[src/rtl/adder_pkg.sv]
// Shared definitions for the adder responder: FSM states, default width,
// and the register-file depth derived from the width.
package adder_pkg;

  localparam int ADDER_N = 4;

  typedef enum logic [1:0] {
    IDLE,
    FETCH,
    ADD,
    DONE
  } state_t;

  // Number of register-file entries for an n-bit address.
  function automatic int adder_depth(input int n);
    return 1 << n;
  endfunction

  localparam int ADDER_DEPTH = adder_depth(ADDER_N);

endpackage

[src/rtl/adder_serial_slice.sv]
// One-bit full adder with a registered carry, used as the bit-serial
// datapath of the responder. The carry is cleared before each new sum and
// only advances while enable is high.
module adder_serial_slice (
  input  logic clk,
  input  logic rst,
  input  logic clear,
  input  logic enable,
  input  logic a,
  input  logic b,
  output logic sum
);

  logic carry;

  assign sum = a ^ b ^ carry;

  // Carry flop: cleared on reset or clear, otherwise takes the majority of
  // the current operand bits and the previous carry while enabled.
  always_ff @(posedge clk) begin
    if (rst || clear) begin
      carry <= 1'b0;
    end else if (enable) begin
      carry <= (a & b) | (a & carry) | (b & carry);
    end
  end

endmodule

[src/rtl/adder_responder.sv]
// Responder side of the adder register interface. Holds a 2^N-entry operand
// register file; writes complete in one cycle, adds sum two adjacent entries
// LSB first through a bit-serial slice and return the result with an ack.
module adder_responder
  import adder_pkg::*;
#(
  parameter int N = ADDER_N
) (
  input  logic         i_clk,
  input  logic         i_rst,
  input  logic [N-1:0] i_addr,
  input  logic [N-1:0] i_data,
  input  logic         i_we,
  input  logic         i_start,
  output logic [N-1:0] o_data,
  output logic         o_ready,
  output logic         o_ack
);

  localparam int DEPTH = adder_depth(N);
  localparam int CW    = $clog2(N) + 1;

  logic [N-1:0]  regs [DEPTH];
  state_t        state;
  logic [N-1:0]  op_addr;
  logic [N-1:0]  next_addr;
  logic [N-1:0]  a_sr;
  logic [N-1:0]  b_sr;
  logic [N-1:0]  sum_sr;
  logic [N-1:0]  sum_final;
  logic [CW-1:0] count;
  logic          sum_bit;
  logic          slice_clear;
  logic          slice_enable;

  // Operand B is the entry after A; the N-bit add wraps the top entry to 0.
  assign next_addr    = op_addr + N'(1);
  assign slice_clear  = (state == FETCH);
  assign slice_enable = (state == ADD);
  assign sum_final    = {sum_bit, sum_sr[N-1:1]};

  adder_serial_slice u_slice (
    .clk    (i_clk),
    .rst    (i_rst),
    .clear  (slice_clear),
    .enable (slice_enable),
    .a      (a_sr[0]),
    .b      (b_sr[0]),
    .sum    (sum_bit)
  );

  // Command FSM, register file, operand/sum shift registers and outputs.
  // The result and ack are registered on the last ADD edge so they are
  // visible during the DONE cycle.
  always_ff @(posedge i_clk) begin
    if (i_rst) begin
      state   <= IDLE;
      op_addr <= '0;
      a_sr    <= '0;
      b_sr    <= '0;
      sum_sr  <= '0;
      count   <= '0;
      o_data  <= '0;
      o_ready <= 1'b1;
      o_ack   <= 1'b0;
      for (int i = 0; i < DEPTH; i++) begin
        regs[i] <= '0;
      end
    end else begin
      o_ack <= 1'b0;
      case (state)
        IDLE: begin
          if (i_start && o_ready) begin
            if (i_we) begin
              regs[i_addr] <= i_data;
              o_ack        <= 1'b1;
            end else begin
              op_addr <= i_addr;
              o_ready <= 1'b0;
              state   <= FETCH;
            end
          end
        end
        FETCH: begin
          a_sr  <= regs[op_addr];
          b_sr  <= regs[next_addr];
          count <= '0;
          state <= ADD;
        end
        ADD: begin
          a_sr   <= a_sr >> 1;
          b_sr   <= b_sr >> 1;
          sum_sr <= sum_final;
          count  <= count + CW'(1);
          if (count == CW'(N - 1)) begin
            o_data <= sum_final;
            o_ack  <= 1'b1;
            state  <= DONE;
          end
        end
        DONE: begin
          o_ready <= 1'b1;
          state   <= IDLE;
        end
        default: begin
          o_ready <= 1'b1;
          state   <= IDLE;
        end
      endcase
    end
  end

endmodule

[config.mk]
export PLATFORM = sky130hd
export DESIGN_NAME = adder_responder
export DESIGN_NICKNAME = d
export VERILOG_FILES = /design/src/rtl/adder_pkg.sv /design/src/rtl/adder_serial_slice.sv /design/src/rtl/adder_responder.sv
export SDC_FILE = /design/constraint.sdc
export NUM_CORES = 1
export LEC_CHECK = 0
export BUFFER_PORTS_ARGS = -buffer_cell sky130_fd_sc_hd__buf_2
export CORE_ASPECT_RATIO = 0.5
export CORE_MARGIN = 10
export CORE_UTILIZATION = 61
export CTS_BUF_LIST = sky130_fd_sc_hd__clkbuf_16
export DETAILED_ROUTE_END_ITERATION = 16
export PLACE_DENSITY = 0.79
export SYNTH_ARGS = -nofsm -noshare
export SYNTH_HDL_FRONTEND = slang
export SYNTH_SLANG_ARGS = --single-unit
[constraint.sdc]
create_clock -name i_clk -period 2.9 [get_ports i_clk]
set_clock_uncertainty 0.2 [all_clocks]
set_input_delay 0.435 -clock i_clk [delete_from_list [all_inputs] [get_ports i_clk]]
set_output_delay 0.435 -clock i_clk [all_outputs]
set_load 0.02 [all_outputs]
* Word-level counts from Yosys, hierarchy flattened
Memories as Yosys holds them, arrays and structs flattened. A register that Yosys moved wholly into a read port is not among the register bits.
Index checks and enable logic that the tools add are counted.
** Cells by class
- Add/sub/neg operators :: 2
- Equal/unequal tests :: 7
- Multiplexer cells :: 24
- Bitwise gates (word level) :: 8
- Reduce and logical (&&, ||, !) cells :: 10
** Operators by type and width (count)
- $mux W4 :: 4
- $pmux W4 S2 :: 2
- $mux W1 :: 11
- $reduce_and A3 Y1 :: 3
- $pmux W2 S4 :: 1
- $mux W2 :: 3
- $pmux W3 S2 :: 1
- $add A4 B1 Y4 const B :: 1
- $eq A2 B2 Y1 const B :: 2
- $ne A2 B2 Y1 const B :: 2
- $pmux W1 S2 :: 2
- $reduce_bool A2 Y1 :: 2
- $reduce_or A4 Y1 :: 1
- $add A3 B1 Y3 const B :: 1
- $and A1 B1 Y1 :: 3
- $eq A3 B2 Y1 const B :: 1
- $eq A2 B1 Y1 const B :: 1
- $logic_not A2 Y1 :: 1
- $ne A2 B1 Y1 const B :: 1
- $or A1 B1 Y1 :: 2
- $reduce_and A2 Y1 :: 1
- $xor A1 B1 Y1 :: 2
- $logic_and A1 B1 Y1 :: 1
- $logic_or A1 B1 Y1 :: 1
- $not A1 Y1 :: 1
** Storage, ports and cells
- Flip-flop bits (word level) :: 28
- RAM bits :: 64
- Bits of input ports :: 12
- Output and inout port bits :: 6
- Memories :: 1
** Memories
- regs :: depth 16, bits a word 4, read ports 2, clocked after Yosys merged registers in 1, wr ports 16, RTL line adder_responder.sv:23 : logic [N-1:0] regs [DEPTH];

* Logic depth before layout (Yosys ltp)
- Depth after elaboration :: 7
- Depth in mapped cells :: 7
- Gate-level depth less buffers :: 6

* Cells and area by module
Synthesis repeated with hierarchy kept, for this count alone.
** Unflattened totals
- Cell total of the unflattened synthesis :: 376
- Area total of the unflattened synthesis :: 4857.2 µm²
** Modules (own cells, without submodules)
- adder_responder :: times used 1, cells an instance 372, area an instance 4797.1 µm², seq. area each 2522.4 µm²
- adder_serial_slice :: times used 1, cells an instance 4, area an instance 60.1 µm², seq. area each 20.0 µm²

* Worst setup path before layout
OpenSTA, ideal clock, no wires.
- Path type :: register -> register
- From :: reg state[0]
- To :: mem regs[4][0] in the netlist's numbering, enable pin
- Library setup time :: 0.297 ns
- Data arrival time :: 1.737 ns
- Data required time :: 2.403 ns
- Slack :: 0.665 ns
- Stages on the path, launching flop included :: 8
- Period minus slack after synthesis :: 2.235 ns
- Cell sequence :: dfxtp_1 > inv_1 > ha_1 > nand4_1 > or4_1 > clkbuf_1 > nor3_1 > or2_2
** RTL lines
- start: declaration :: RTL line adder_responder.sv:24 : state_t state;
- start signal: assignment :: RTL line adder_responder.sv:57 : state <= IDLE;
- start signal: assignment :: RTL line adder_responder.sv:80 : state <= FETCH;
- start signal: assignment :: RTL line adder_responder.sv:88 : state <= ADD;
- end: declaration :: RTL line adder_responder.sv:23

==> results.py <==
metrics = {
    "clock_network": {
        "htreeDepth": 3,
        "clock_path_buffers": 2,
        "cts_setup_buffers": 0,
        "cts.sinks": 95,
        "cts_root_buf": "clkbuf_16",
        "numCtsBuffers": 9,
        "clk_latency_ns": 0.35,
        "cts_tree": "built",
        "path_clk_slew_ns": 0.07,
    },
    "global_routing": {
        "grt_pass1_wl_um": 17710,
        "grt_pass1_vias": 3310,
        "overflow": 0,
        "track_usage_pct": 18.63,
        "antenna_found_initial": 0,
        "grt_max_degree": 26,
    },
    "placement": {
        "pre_cts_ws_ns": 0.2683,
        "place.gp.congestion": 0.8788,
        "hpwl_um": 8135,
        "place_inst": 489,
        "numPortBuffers": 17,
    },
    "layout": {
        "seqCellArea_um2": 2542,
        "fin_cells": 505,
        "antennaDiodeCount": 0,
        "drive_above_1_share_pct": 21.41,
        "multi_input_area_um2": 2187,
        "area_growth_syn_to_layout_pct": 10.73,
        "nNetsFinal": 413,
        "fill_cells": 489,
    },
    "die": {
        "rows": 22,
        "fp.coreArea_um2": 7515,
        "io_pins": 18,
        "die_w_um": 146.1,
        "die_h_um": 83.07,
        "die-area_um2": 12140,
        "start_util_pct": 64.57,
    },
    "sta": {
        "setup_viol": 0,
        "hold_slack_ns": 0.2539,
        "fin_crit_sh_pct": 92.14,
        "setup_tns_ns": 0,
        "worst_slack_ns": 0.2281,
        "tightest_slew_ns": 0.6873,
        "rsz0062_at_grt": "false",
        "hold_violations": 0,
        "fmax_mhz": 374.3,
        "max_slew_margin_pct": 54.12,
        "slew_violations": 0,
        "layout_min_cycle_time_ns": 2.672,
    },
    "power": {
        "p_leak_nw": 1.950,
        "worst_ir_drop_vdd_uv": 338.1,
        "p_per_area_nw_per_um2": 700.9,
    },
    "worst_setup_path": {
        "worstPathMaxFanout": 7,
        "r2r-start": "state[0]",
        "crit_path_start_kind": "register",
        "cp_data_required_time_ns": 2.69,
        "arrival_ns": 2.46,
        "path_class": "register to register",
        "end_kind": "register",
        "crit_start": "state[0]",
        "reg2reg_slack_ns": 0.23,
        "rr_worst_depth": 5,
    },
    "yosys": {
        "syn_inst": 376,
        "yosysWarnings": 0,
        "synthAdderAreaFrac_pct": 2.476,
        "syn-num-nets": 397,
        "ys_seq_area_share_pct": 52.40,
        "synth_mux_area_share_pct": 19.16,
        "async_flop_share_pct": 0,
        "avgSynthCellArea_um2": 12.90,
        "synth_top_family_by_area": "multiplexers",
        "ys_seq_elements": 95,
        "synth-compound-area-share_pct": 5.699,
        "synth_cell_types": 45,
        "synthFlopType": "edfxtp_1",
        "synth-edff-count": 64,
        "yosys.area_share.simple_pct": 16.92,
        "synth_xor_area_share_pct": 0.6962,
        "netlist_area_um2": 4852,
    },
    "detailed_routing": {
        "dr.pass1.iters": 4,
        "drc_errors": 0,
        "postRouteAntennaNets": 0,
        "drt_iter0_markers": 255,
        "vias_per_cell": 6.416,
        "routed_wl_um": 11120,
        "vias": 3240,
        "wl_per_cell_um": 22.02,
    },
    "run": {
        "maxCapViolCount": 0,
    },
    "worst_hold_path": {
        "min_path_cells": 2,
        "hold_class": "register to register",
        "holdCritStartpoint": "o_data[2]",
    },
    "run_status": {
        "outcome": "finished, final reports clean",
    },
}
==> Yosys cell counts, types with 5 or more instances <==
cell type,instances,area [um^2]
o21ai_0,9,45.04
and2_1,64,400.4
dfxtp_1,31,620.6
mux2i_1,16,160.2
nor2b_1,9,56.30
nor2_1,28,105.1
clkbuf_1,14,52.55
ha_1,8,100.1
nand3_1,9,45.04
nor3_1,6,30.03
or2_2,7,43.79
inv_1,5,18.77
nand2_1,15,56.30
a21oi_1,8,40.04
edfxtp_1,64,1922
mux4_2,29,653.1
==> sequential cells by signal (all words and copies together) (netlist names), named ones only <==
| register | count |
|---|---|
| state | 2 |
| a_sr | 4 |
| count | 3 |
| op_addr | 4 |
| o_data | 4 |
| o_ack | 1 |
| b_sr | 4 |
| u_slice.carry | 1 |
| sum_sr | 3 |
| o_ready | 1 |
| regs | 64 |
==> critical path, stage by stage, from the launching register on <==
cell and delay, ns:
dfxtp_1 0.35, inv_1 0.11, ha_1 0.24, nand4_1 0.21, or4_1 0.64, o21ai_0 0.56
==> final timing paths <==
kind,to
setup reg to reg,regs[12][0]
hold reg to reg,o_data[2]
hold / removal,o_data[2]
setup / recovery,regs[12][0]
==> cell families (layout without fill, tap and decap cells) <==
logic type,after synthesis,in the layout
mux,50,50
xor+xnor,3,3
flops,95,95
buf+inv,29,50
simple gates,150,150
compound gates,40,40
fa+ha+maj,9,9
==> metrics by stage <==
step / power (mW) / util, % / instance area [um^2]
after detailed placement: 2.524 / 67.23 / 5052
after global routing: 3.903 / 71.50 / 5373
after CTS: 3.755 / 71.41 / 5366
final: 3.766 / 71.50 / 5373
after floorplan: 2.295 / - / 4852
after global placement: 2.473 / 67.23 / 5052
==> where the power goes <==
part | internal [mW] | switching, mW | leakage [nW]
registers | 1.55 | 0.0985 | 0.913
clock network | 0.749 | 0.501 | 0.154
logic | 0.380 | 0.484 | 0.883
total | 2.68 | 1.08 | 1.95
==> timing repair <==
| action | CTS | global route |
|---|---|---|
| hold buffers | 0 | 0 |
| hold endpoints to repair | 0 | 0 |
| gates resized for setup | 0 | 1 |
| endpoints found under the setup margin | 0 | 4 |
==> layer usage <==
metal	track usage (%)	share of wire, %	up-vias
li1	-	-	1440
met1	22.22	39	1612
met2	30.20	48	170
met3	8.225	12	18
met4	4.933	1.2	0
met5	0	0	-
==> layout by cell type (no fill, tap or decap), drive strengths merged, types with 2 or more instances in the layout <==
cell type / instances
nor3: 6
ha: 8
bufinv: 2
a31o: 3
and2: 64
a22oi: 3
clkinv: 3
nor2: 28
nand2b: 3
xor2: 2
nand4: 3
dfxtp: 31
mux2i: 16
a31oi: 3
nor2b: 9
nand2: 15
clkbuf: 9
o32a: 3
nand3: 9
edfxtp: 64
a21oi: 8
o31ai: 3
a311oi: 3
buf: 29
inv: 6
o21ai: 9
or2: 7
mux4: 33
==> layout make-up <==
class	count	share of cell area (%)
clock buffer	9	4.192
clock inverter	7	1.653
inverter	5	0.3493
multi-input combinational	252	40.71
sequential	95	47.32
tap	108	2.515
timing repair buffer	29	3.260
Note: power is estimated with default switching activity, not from simulation.
